## src/rtl/alu_pkg.sv

```systemverilog
// alu_pkg: shared types and constants for the ALU command issuer.
package alu_pkg;
  localparam int DATA_W = 8;
  typedef enum logic {MODE_A, MODE_B} alu_mode_e;
  typedef struct packed {
    alu_mode_e         mode;
    logic [1:0]        op;
    logic [DATA_W-1:0] a;
    logic [DATA_W-1:0] b;
  } alu_cmd_t;
  typedef enum logic [1:0] {IDLE, ISSUE, SETTLE, IRQ} issuer_state_e;
endpackage

```

## src/rtl/alu_cmd_issuer_if.sv

```systemverilog
// alu_cmd_issuer_if: valid/ready command bus carrying mode, opcode and operands.
interface alu_cmd_issuer_if #(parameter int DATA_W = alu_pkg::DATA_W);
  logic              valid;
  logic              ready;
  logic              mode;
  logic [1:0]        op;
  logic [DATA_W-1:0] a;
  logic [DATA_W-1:0] b;
  modport master(output valid, mode, op, a, b, input ready);
  modport slave(input valid, mode, op, a, b, output ready);
endinterface

```

## src/rtl/alu_cmd_fifo.sv

```systemverilog
// alu_cmd_fifo: DEPTH-entry command FIFO; push when full and pop when empty are dropped.
module alu_cmd_fifo import alu_pkg::*; #(
  parameter int  DEPTH = 4,
  parameter type T     = alu_cmd_t
) (
  input  logic                   clk,
  input  logic                   rst_n,
  input  logic                   push,
  input  logic                   pop,
  input  T                       din,
  output T                       dout,
  output logic                   full,
  output logic                   empty,
  output logic [$clog2(DEPTH):0] count
);
  localparam int AW = $clog2(DEPTH);
  T mem [DEPTH];
  logic [AW-1:0] wptr, rptr;
  logic do_push, do_pop;
  assign full    = count == (AW+1)'(DEPTH);
  assign empty   = count == '0;
  assign do_push = push && !full;
  assign do_pop  = pop && !empty;
  assign dout    = mem[rptr];
  always_ff @(posedge clk)
    if (do_push) mem[wptr] <= din;
  always_ff @(posedge clk or negedge rst_n)
    if (!rst_n) begin
      wptr  <= '0;
      rptr  <= '0;
      count <= '0;
    end else begin
      wptr  <= wptr + AW'(do_push);
      rptr  <= rptr + AW'(do_pop);
      count <= count + (AW+1)'(do_push) - (AW+1)'(do_pop);
    end
endmodule

```

## src/rtl/alu_cmd_issuer.sv

```systemverilog
// alu_cmd_issuer: buffers ALU commands and issues them one per enable pulse, relaying the ALU interrupt.
// Define ALU_CMD_IRQ_STALL_EN to halt issuing in an IRQ state until the controller acknowledges.
module alu_cmd_issuer import alu_pkg::*; #(
  parameter int DEPTH  = 4,
  parameter int DATA_W = alu_pkg::DATA_W
) (
  input  logic                   clk,
  input  logic                   rst_n,
  alu_cmd_issuer_if.slave        cmd,
  output logic                   alu_enable,
  output logic                   alu_enable_a,
  output logic                   alu_enable_b,
  output logic [1:0]             alu_op_a,
  output logic [1:0]             alu_op_b,
  output logic [DATA_W-1:0]      alu_in_a,
  output logic [DATA_W-1:0]      alu_in_b,
  input  logic                   alu_irq,
  output logic                   alu_irq_clr,
  output logic                   irq_pending,
  input  logic                   irq_ack,
  output logic                   busy,
  output logic [$clog2(DEPTH):0] count
);
`ifdef ALU_CMD_IRQ_STALL_EN
  localparam bit STALL = 1'b1;
`else
  localparam bit STALL = 1'b0;
`endif
  issuer_state_e state;
  alu_cmd_t in_cmd, head;
  logic full, empty, pop, irq_new;
  assign in_cmd    = '{mode: alu_mode_e'(cmd.mode), op: cmd.op, a: cmd.a, b: cmd.b};
  assign cmd.ready = !full;
  assign irq_new   = state == SETTLE && alu_irq;
  assign pop       = !empty && (state == IDLE || (state == SETTLE && !(STALL && alu_irq)));
  assign busy      = !empty || state != IDLE;
  alu_cmd_fifo #(.DEPTH(DEPTH), .T(alu_cmd_t)) fifo (
    .clk(clk), .rst_n(rst_n), .push(cmd.valid), .pop(pop), .din(in_cmd),
    .dout(head), .full(full), .empty(empty), .count(count)
  );
  // A fresh interrupt in SETTLE outranks a same-cycle acknowledge.
  always_ff @(posedge clk or negedge rst_n)
    if (!rst_n) begin
      state        <= IDLE;
      alu_enable   <= 1'b0;
      alu_enable_a <= 1'b0;
      alu_enable_b <= 1'b0;
      alu_op_a     <= '0;
      alu_op_b     <= '0;
      alu_in_a     <= '0;
      alu_in_b     <= '0;
      alu_irq_clr  <= 1'b0;
      irq_pending  <= 1'b0;
    end else begin
      state       <= pop ? ISSUE : state == ISSUE ? SETTLE : (STALL && irq_new) ? IRQ :
                     (state == IRQ && !irq_ack) ? IRQ : IDLE;
      alu_enable  <= pop;
      alu_irq_clr <= irq_ack && irq_pending && !irq_new;
      irq_pending <= irq_new || (irq_pending && !irq_ack);
      if (pop) begin
        alu_enable_a <= head.mode == MODE_A;
        alu_enable_b <= head.mode == MODE_B;
        alu_op_a     <= head.mode == MODE_A ? head.op : 2'b00;
        alu_op_b     <= head.mode == MODE_B ? head.op : 2'b00;
        alu_in_a     <= head.a;
        alu_in_b     <= head.b;
      end
    end
endmodule

```

## src/flat_wrapper.sv

```systemverilog
// flat-port wrapper written by rule: the top's interface ports become plain ports
module alu_cmd_issuer_flat import alu_pkg::*;
#(
  parameter int DEPTH  = 4,
  parameter int DATA_W = alu_pkg::DATA_W
)
  (clk, rst_n, alu_enable, alu_enable_a, alu_enable_b, alu_op_a, alu_op_b, alu_in_a, alu_in_b, alu_irq, alu_irq_clr, irq_pending, irq_ack, busy, count, cmd_valid, cmd_mode, cmd_op, cmd_a, cmd_b, cmd_ready);
  alu_cmd_issuer_if #(.DATA_W(DATA_W)) cmd_i ();
  input  logic clk;
  input  logic rst_n;
  output logic alu_enable;
  output logic alu_enable_a;
  output logic alu_enable_b;
  output logic [1:0] alu_op_a;
  output logic [1:0] alu_op_b;
  output logic [DATA_W-1:0] alu_in_a;
  output logic [DATA_W-1:0] alu_in_b;
  input  logic alu_irq;
  output logic alu_irq_clr;
  output logic irq_pending;
  input  logic irq_ack;
  output logic busy;
  output logic [$clog2(DEPTH):0] count;
  input wire logic [$bits(cmd_i.valid)-1:0] cmd_valid;
  input wire logic [$bits(cmd_i.mode)-1:0] cmd_mode;
  input wire logic [$bits(cmd_i.op)-1:0] cmd_op;
  input wire logic [$bits(cmd_i.a)-1:0] cmd_a;
  input wire logic [$bits(cmd_i.b)-1:0] cmd_b;
  output wire logic [$bits(cmd_i.ready)-1:0] cmd_ready;
  assign cmd_i.valid = cmd_valid;
  assign cmd_i.mode = cmd_mode;
  assign cmd_i.op = cmd_op;
  assign cmd_i.a = cmd_a;
  assign cmd_i.b = cmd_b;
  assign cmd_ready = cmd_i.ready;
  alu_cmd_issuer #(.DEPTH(DEPTH), .DATA_W(DATA_W)) u_core (.clk(clk), .rst_n(rst_n), .cmd(cmd_i), .alu_enable(alu_enable), .alu_enable_a(alu_enable_a), .alu_enable_b(alu_enable_b), .alu_op_a(alu_op_a), .alu_op_b(alu_op_b), .alu_in_a(alu_in_a), .alu_in_b(alu_in_b), .alu_irq(alu_irq), .alu_irq_clr(alu_irq_clr), .irq_pending(irq_pending), .irq_ack(irq_ack), .busy(busy), .count(count));
endmodule
```

## config.mk

```make
export PLATFORM = sky130hd
export DESIGN_NAME = alu_cmd_issuer_flat
export DESIGN_NICKNAME = d
export VERILOG_FILES = /design/src/rtl/alu_pkg.sv /design/src/rtl/alu_cmd_issuer_if.sv /design/src/rtl/alu_cmd_fifo.sv /design/src/rtl/alu_cmd_issuer.sv /design/src/flat_wrapper.sv
export SDC_FILE = /design/constraint.sdc
export NUM_CORES = 1
export LEC_CHECK = 0
export CORE_ASPECT_RATIO = 1.1
export CORE_MARGIN = 2
export CORE_UTILIZATION = 59
export DETAILED_ROUTE_END_ITERATION = 16
export PLACE_DENSITY = 0.84
export SLEW_MARGIN = 10
export SYNTH_ARGS = -nofsm -noshare
export SYNTH_HDL_FRONTEND = slang
export SYNTH_SLANG_ARGS = --single-unit
```

## constraint.sdc

```tcl
create_clock -name clk -period 7.45 [get_ports clk]
set_input_delay 0.745 -clock clk [delete_from_list [all_inputs] [get_ports clk]]
set_output_delay 0.745 -clock clk [all_outputs]
set_load 0.02 [all_outputs]
```

==> results.ini, run 1 <==
[timing]
finalWorstPathRequiredPeriod_ns = 2.63
relSlewSlack_pct = 37.4
grt_setup_unrepaired = no
maxSlewViolCount = 0
hold_viol_final = 0
fmax_mhz = 381
final.setup.tns_ns = 0
worst_max_slew_pin_slew_ns = 0.939
clock-skew-final_ns = 0.0123
hold_slack_ns = 0.458
min_period_over_period_pct = 35.3
final_number_of_setup_violating_endpoints = 0

[die]
initial_core_util_pct = 60.4
die_h_um = 92.5
die_area_um2 = 7820
boundaryPins = 54
floorplan.rows = 32
fp.coreArea_um2 = 6970
chipWidth_um = 84.5

[critical_path]
critical_path_peak_fanout = 5
cp_slowest_stage_delay_ns = 0.55
crit_chain = or3b_2, clkdlybuf4s50_1
worstPathRequired_ns = 6.70
critical_path_arrival_ns = 1.88
critical_path_buf_inv_count = 1
critPathCaptureType = output port
critPathSlowestCell = clkdlybuf4s50_1
crit_type = flop to output port
timing.critical_path.max_delay_family = buffers and inverters
type_of_element_launching_the_critical_path = flop

[routing]
drc_errors = 0
avgViaCountPerCell = 5.70
detailroute.via_count = 1995
iteration_0_drc_count_of_the_detailed_router = 155
antenna_violating_nets_post_route = 0
dr.pass1.iters = 4
postRouteWirelength_mm = 6.87
route.detailed.wl_per_inst_um = 19.6

[global_routing]
globalRoute.totalOverflow = 0
grtUsageTotal_pct = 19.5
via_count_of_the_first_global_routing_pass = 2104
pin_count_of_the_biggest_net_entering_global_routing = 35
first_pass_grt_wire_length_mm = 11.1
grt_antenna_before_repair = 0

[cts]
cts-root-buf = clkbuf_8
tritoncts = built
path_clk_slew_ns = 0.10
clock_sinks = 110
cts_repair_resize_count = 0
clk_latency_ns = 0.36
cts_max_path_buffers = 2
cts_hold_buffers = 0
ctsHtreeMaxLevel = 3
cts_inserted_buffers = 9
post-cts-setup-buffer-count = 0

[logic_synthesis]
yosysTopAreaCellShare_pct = 54.3
synthesis.instances = 199
yosysSeqAreaShare_pct = 74.5
post_synth_and_or_nand_nor_area_fraction_pct = 2.80
ys_seq_elements = 110
async_flop_share_pct = 30.9
dominantRegCellSynth = edfxtp_1
netlist_area_um2 = 4210
avgSynthCellArea_um2 = 21.1
synth_enable_flop_cells = 76
xor_xnor_cell_area_share_of_the_yosys_netlist_pct = 1.25
synth.largest_area_cell = edfxtp_1
synthAdderAreaFrac_pct = 1.07
yosys.cell_count.top_type = edfxtp_1
synth.top_cells.by_count = edfxtp_1 (76), dfrtp_1 (34), mux4_1 (11)
synthesis.nets = 226
synth_compound_area_share_pct = 1.37
synthMuxAreaShare_pct = 16.8
synth_cell_type_count = 29
synth_area_leaders = edfxtp_1 (54%), dfrtp_1 (20%), mux4_1 (6.9%), mux4_2 (4.3%), mux2_4 (3.2%)
largest_family_of_logic_cells_by_synthesized_area = multiplexers
yosysWarningCount = 0

[power_and_ir_drop]
leakage_nw = 1.84
irDropWorstVdd_v = 0.000253
powerDensity_nw_per_um2 = 417

[place]
gpl_wtd_cong = 0.680
io_buffer_count = 53
detailed_place_hpwl_mm = 4.31

[run]
max-cap-violations = 0

[final_layout]
num-nets-final = 287
post_route_cells_drive_above_1_share_pct = 19.2
layout.filler_cells = 440
area_growth_from_synthesis_to_layout_pct = 19.5
insertedDiodeCount = 0

[hold_path]
min-delay-path-class = input port to async pin

[run_status]
run_status = completed

==> cell type report <==
cell class,count,area (um2),area share [%]
sequential,110,3130,62.4
multi-input combinational,76,992,19.8
timing repair buffer,57,556,11.1
clock buffer,10,128,2.54
tap,85,106,2.12
clock inverter,6,81.3,1.62
inverter,6,27.5,0.548
==> layout by cell type, fill, tap and decap left out, types with 2 or more instances in the layout <==
master | synthesis | layout
and3_1 | 2 | 2
buf_4 | 0 | 4
clkbuf_8 | 0 | 9
clkdlybuf4s50_1 | 0 | 52
clkinv_4 | 0 | 2
dfrtp_1 | 34 | 34
edfxtp_1 | 76 | 76
ha_1 | 2 | 2
inv_1 | 5 | 5
inv_6 | 1 | 3
mux2_2 | 8 | 8
mux2_4 | 9 | 9
mux4_1 | 11 | 11
mux4_2 | 8 | 8
nand2_1 | 5 | 5
nand2b_1 | 2 | 2
nor2_1 | 2 | 2
nor3b_2 | 0 | 2
o21ai_0 | 10 | 10
xnor2_1 | 4 | 4
xor2_1 | 2 | 2
==> path summary, 6_finish.rpt <==
check	to	cells after the start	start	slack, ns
max reg2reg	u_core.fifo.count[2]	9	u_core.fifo.count[1]	5.03
max in group asynchronous	u_core.fifo.rptr[0]	1	rst_n	6.48
max	cmd_ready	2	u_core.fifo.count[1]	4.82
min in group clk	u_core.alu_in_b[1]	1	u_core.alu_in_b[1]	0.52
min reg2reg	u_core.alu_in_b[1]	1	u_core.alu_in_b[1]	0.52
min	u_core.alu_enable	1	rst_n	0.46
==> per-layer routing <==
layer	vias up	routed length, um	global-route usage (%)
met1	1034	2910	25.8
met4	0	125	10.1
met2	45	3630	31.7
met3	8	203	3.03
li1	908	-	-
met5	-	0	0
==> through the flow <==
| step | total power [mW] | setup WS [ns] | cells | instance area [um2] | utilization [%] |
|---|---|---|---|---|---|
| finish | 2.09 | 4.82 | 350 | 5020 | 72.1 |
| global route | 2.21 | 4.75 | 350 | 5020 | 72.1 |
| CTS | 2.12 | 4.80 | 350 | 5020 | 72.1 |
| detailed placement | 1.76 | 4.72 | 334 | 4810 | 69.1 |
| global placement | 1.72 | 4.75 | 334 | 4810 | 69.1 |
| floorplan | 1.48 | 4.61 | 199 | 4210 | - |
==> power breakdown <==
part	switching, mW	total [mW]	internal [mW]	leakage [nW]
logic	0.363	0.778	0.415	0.634
clock network	0.202	0.365	0.162	0.104
registers	0.108	0.951	0.843	1.10
==> cell families (layout without fill, tap and decap cells) <==
logic type | count (synthesis) | in the layout
AO/OA/AOI/OAI | 11 | 11
XOR/XNOR | 6 | 6
adder cells (fa/ha/maj) | 3 | 3
buffers and inverters | 13 | 79
flip-flops | 110 | 110
multiplexers | 37 | 37
AND/OR/NAND/NOR | 19 | 19
==> state kept, by name (all words and copies together), names as in the netlist, 2 cells and up <==
| signal | flops |
|---|---|
| u_core.alu_in_b | 8 |
| u_core.fifo.rptr | 2 |
| u_core.fifo.wptr | 2 |
| u_core.fifo.count | 3 |
| u_core.alu_op_a | 2 |
| u_core.alu_in_a | 8 |
| u_core.fifo.mem | 76 |
| u_core.state | 2 |
| u_core.alu_op_b | 2 |
Power figures use the tool's default switching activity.
==> run 2, diff against run 1 <==
- CORE_UTILIZATION: 59 -> 54
- PLACE_DENSITY: 0.84 -> 0.78
- clock period: 7.45 -> 2.6 ns (I/O delays scaled with it)
==> results.ini, run 2 (synthesized netlist as in run 1, its figures left out) <==
[critical_path]
crit_chain = or3b_2, nand2_1, inv_1, xnor2_1, ha_1, inv_1, fa_1, xnor2_1, xnor2_1
critPathSlowestCell = or3b_2
critical_path_peak_fanout = 4
type_of_element_launching_the_critical_path = flop
cp-startpoint = u_core.fifo.count[0]
r2r-start = u_core.fifo.count[0]
crit_type = flop to flop
cp_slowest_stage_delay_ns = 0.51
worstPathRequired_ns = 2.89
critical_path_arrival_ns = 2.53
crit_path_frequent_cell = xnor2_1
critPathCaptureType = flop

[final_layout]
post_route_cells_drive_above_1_share_pct = 20.4
insertedDiodeCount = 0
largest_register_ffs = 76
mostFrequentLayoutCell = edfxtp_1
most-common-layout-cells = edfxtp_1 (76), clkdlybuf4s50_1 (52), dfrtp_1 (34), mux4_1 (11), o21ai_0 (10)
regMostFlops = u_core.fifo.mem
largestRegisters = u_core.fifo.mem: 76 flops, u_core.alu_in_a: 8 flops, u_core.alu_in_b: 8 flops
final_area_um2 = 5060
num-nets-final = 291
area_growth_from_synthesis_to_layout_pct = 20.4

[routing]
drc_errors = 0
route.detailed.wl_per_inst_um = 18.0
antenna_violating_nets_post_route = 0
detailroute.via_count = 1959
postRouteWirelength_mm = 6.74
avgViaCountPerCell = 5.24
dr.pass1.iters = 4
iteration_0_drc_count_of_the_detailed_router = 99

[global_routing]
first_pass_grt_wire_length_mm = 10.6
grt_antenna_before_repair = 0
via_count_of_the_first_global_routing_pass = 2081
grtUsageTotal_pct = 17.4
globalRoute.totalOverflow = 0
pin_count_of_the_biggest_net_entering_global_routing = 35

[cts]
clock_sinks = 110
post-cts-setup-buffer-count = 0
tritoncts = built
cts_max_path_buffers = 2
cts-root-buf = clkbuf_8
ctsHtreeMaxLevel = 3
clk_latency_ns = 0.35
path_clk_slew_ns = 0.10
cts_hold_buffers = 0
cts_inserted_buffers = 9
cts_repair_resize_count = 0

[die]
chipWidth_um = 88.1
initial_core_util_pct = 56.0
die_h_um = 96.6
boundaryPins = 54
fp.coreArea_um2 = 7510
floorplan.rows = 33
die_area_um2 = 8510

[timing]
clock-skew-final_ns = 0.0117
relSlewSlack_pct = 31.1
final.setup.tns_ns = 0
hold_viol_final = 16
grt_setup_unrepaired = no
hold_slack_ns = -0.00999
maxSlewViolCount = 0
min_period_over_period_pct = 86.0
final_number_of_setup_violating_endpoints = 0
worst_max_slew_pin_slew_ns = 1.03
fmax_mhz = 447
finalWorstPathRequiredPeriod_ns = 2.24

[hold_path]
min-delay-path-class = input port to async pin

[power_and_ir_drop]
irDropWorstVdd_v = 0.000495
powerDensity_nw_per_um2 = 1170
leakage_nw = 1.84

[run]
max-cap-violations = 0

[place]
detailed_place_hpwl_mm = 4.32
io_buffer_count = 53
detailed_place.area_um2 = 4890
gpl_wtd_cong = 0.717

[run_status]
run_status = complete, but fails checks
violations = negative hold slack

-- run 2: cell types whose count changed in the layout (fill, tap and decap cells not counted), sizes merged --
cell and change:
buf +4, clkinv -2, clkinvlp +3, bufinv -1
-- run 2: report_power, final --
part	leakage (nW)	switching (mW)	total [mW]	internal (mW)
sequential	1.10	0.285	2.70	2.42
combinational	0.662	1.06	2.31	1.24
clock	0.0808	0.564	0.922	0.358
-- run 2: area by class of cell --
class	count	area, um2
well taps	105	131
multi-input cells	76	1010
clock buffers	10	128
clock inverters	6	47.5
repair buffers	61	586
fillers	528	2450
flip-flops and latches	110	3130
inverters	6	27.5
-- run 2: path summary, 6_finish.rpt --
check | to | slack, ns | depth (start not counted)
hold reg to reg | u_core.alu_in_a[0] | 0.52 | 1
hold / removal | u_core.alu_in_a[4] | -0.01 | 1
setup reg to reg | u_core.fifo.count[2] | 0.36 | 9
min in group clk | u_core.alu_in_a[0] | 0.52 | 1
setup / recovery | u_core.fifo.count[2] | 0.36 | 9
max in group asynchronous | u_core.alu_op_a[1] | 2.08 | 1
-- run 2: layer usage --
| layer | wire [um] | vias to the layer above | global-route usage (%) |
|---|---|---|---|
| met4 | 60 | 0 | 6.82 |
| met1 | 2810 | 1000 | 21.2 |
| met3 | 256 | 5 | 3.48 |
| li1 | - | 909 | - |
| met2 | 3610 | 45 | 30.7 |
| met5 | 0 | - | 0 |
-- run 2: metrics by stage --
step,util [%],setup WS [ns],total power [mW],instances,hold slack [ns]
finish,67.4,0.363,5.93,374,-0.00999
global route,67.4,0.241,6.27,374,0.0502
CTS,67.4,0.331,6.01,374,0.00413
detailed placement,65.1,0.372,5.09,358,0.400
global placement,65.1,0.405,5.01,358,0.395
floorplan,-,0.135,4.26,199,-0.0356
-- run 2: critical path, delay by kind of cell, from the launching register on --
kind                     cells  cell delay, ns
AND/OR/NAND/NOR              2            0.61
adder cells (fa/ha/maj)      2            0.54
XOR/XNOR                     3            0.45
flip-flops                   1            0.44
buffers and inverters        2            0.12
==> run 3, diff against run 2 <==
- clock period: 2.6 -> 2.4 ns (I/O delays scaled with it)
==> results.ini, run 3 (synthesized netlist as in run 1, its figures left out) <==
[run_status]
run_status = completed

[global_routing]
grt_antenna_before_repair = 0
via_count_of_the_first_global_routing_pass = 1989
pin_count_of_the_biggest_net_entering_global_routing = 35
grtUsageTotal_pct = 17.0
first_pass_grt_wire_length_mm = 10.2
globalRoute.totalOverflow = 0

[timing]
fmax_mhz = 452
grt_setup_unrepaired = no
relSlewSlack_pct = 38.8
clock-skew-final_ns = 0.00871
worst_max_slew_pin_slew_ns = 0.917
hold_viol_final = 0
finalWorstPathRequiredPeriod_ns = 2.21
final.setup.tns_ns = 0
min_period_over_period_pct = 92.2
maxSlewViolCount = 0
final_number_of_setup_violating_endpoints = 0

[place]
detailed_place_hpwl_mm = 4.09
detailed_place.area_um2 = 4900
gpl_wtd_cong = 0.708
io_buffer_count = 53

[critical_path]
cp_slowest_stage_delay_ns = 0.49
critical_path_peak_fanout = 5
crit_chain = or3b_4, nand2_1, inv_1, xnor2_1, ha_1, inv_1, fa_1, xnor2_1, xnor2_1
worstPathRequired_ns = 2.68
cp-startpoint = u_core.fifo.count[1]
type_of_element_launching_the_critical_path = flop
timing.critical_path.max_delay_family = adder cells
critPathCaptureType = flop
crit_path_frequent_cell = xnor2_1
crit_type = flop to flop
critical_path_buf_inv_count = 2
r2r-start = u_core.fifo.count[1]
critPathSlowestCell = dfrtp_1
critical_path_arrival_ns = 2.50

[final_layout]
regMostFlops = u_core.fifo.mem
mostFrequentLayoutCell = edfxtp_1
most-common-layout-cells = edfxtp_1 (76), clkdlybuf4s50_1 (52), dfrtp_1 (34), mux4_1 (11), o21ai_0 (10)
largest_register_ffs = 76
area_growth_from_synthesis_to_layout_pct = 20.8
insertedDiodeCount = 0
post_route_cells_drive_above_1_share_pct = 20.7
largestRegisters = u_core.fifo.mem: 76 flops, u_core.alu_in_a: 8 flops, u_core.alu_in_b: 8 flops
final_area_um2 = 5080
num-nets-final = 293

[cts]
clk_latency_ns = 0.36
cts-root-buf = clkbuf_8
cts_max_path_buffers = 2
path_clk_slew_ns = 0.10
clock_sinks = 110
cts_inserted_buffers = 9
tritoncts = built
cts_repair_resize_count = 0
ctsHtreeMaxLevel = 3
post-cts-setup-buffer-count = 0

[routing]
route.detailed.wl_per_inst_um = 17.4
iteration_0_drc_count_of_the_detailed_router = 101
drc_errors = 0
avgViaCountPerCell = 5.26
dr.pass1.iters = 4
detailroute.via_count = 1979
postRouteWirelength_mm = 6.52
antenna_violating_nets_post_route = 0

[power_and_ir_drop]
leakage_nw = 1.87
powerDensity_nw_per_um2 = 1260
irDropWorstVdd_v = 0.000522

[run]
max-cap-violations = 0

[hold_path]
min-delay-path-class = input port to flop
min_from = alu_irq

[die]
boundaryPins = 54
floorplan.rows = 33
die_h_um = 96.6
chipWidth_um = 88.1
fp.coreArea_um2 = 7510
die_area_um2 = 8510
initial_core_util_pct = 56.0

[run 3: cell count changes in the layout (fill, tap and decap cells not counted)]
cell / before / now
or3b_4: 0 / 1
or3b_2: 1 / 0
inv_8: 1 / 0
inv_6: 2 / 3
clkinvlp_4: 3 / 0
clkinv_4: 0 / 2
buf_4: 8 / 9
dlygate4sd3_1: 0 / 1
clkinv_2: 1 / 2
[run 3: worst paths after layout]
check	cells after the start	endpoint	slack (ns)
worst max-delay path	9	u_core.fifo.count[2]	0.19
worst min-delay path	3	u_core.irq_pending	0.50
worst max register to register	9	u_core.fifo.count[2]	0.19
worst min register to register	1	u_core.alu_in_a[0]	0.52
max in group asynchronous	2	u_core.alu_enable_a	1.37
min in group asynchronous	2	u_core.alu_in_b[1]	0.51
[run 3: per-layer routing]
layer	vias up	share of wire [%]	GRT usage [%]
li1	920	-	-
met1	1012	43	21.5
met2	38	53	28.4
met3	9	2.6	3.74
met4	0	1.7	7.95
met5	-	0	0
[run 3: metrics by stage]
stage / std cells / hold slack [ns] / power [mW] / utilization (%) / worst slack, ns
after floorplan: 199 / -0.0556 / 4.62 / - / 0.0574
after global placement: 359 / 0.361 / 5.44 / 65.2 / 0.271
after detailed placement: 359 / 0.372 / 5.52 / 65.2 / 0.182
after CTS: 376 / 0.483 / 6.50 / 67.6 / 0.165
after global routing: 376 / 0.486 / 6.79 / 67.6 / 0.00115
final: 376 / 0.503 / 6.41 / 67.6 / 0.188
[run 3: layout make-up]
type | instances | area, um2
inverter | 6 | 27.5
clock inverter | 6 | 45.0
timing repair buffer | 63 | 603
multi-input combinational | 76 | 1010
sequential | 110 | 3130
tap | 105 | 131
fill | 519 | 2430
clock buffer | 10 | 128
[run 3: repair_timing]
action,CTS,global route
endpoints found under the setup margin,0,0
hold buffers,1,0
hold endpoints to repair,34,0
[run 3: power by group]
group          internal, mW  leakage, nW  switching [mW]
logic                  1.36        0.672            1.14
registers              2.62         1.10           0.309
clock network         0.386       0.0910           0.601
total                  4.36         1.87            2.05
[run 3: tightest hold or removal path: stages]
cell and delay (ns):
clkdlybuf4s50_1 0.40, nand3b_1 0.09, o21ai_0 0.08
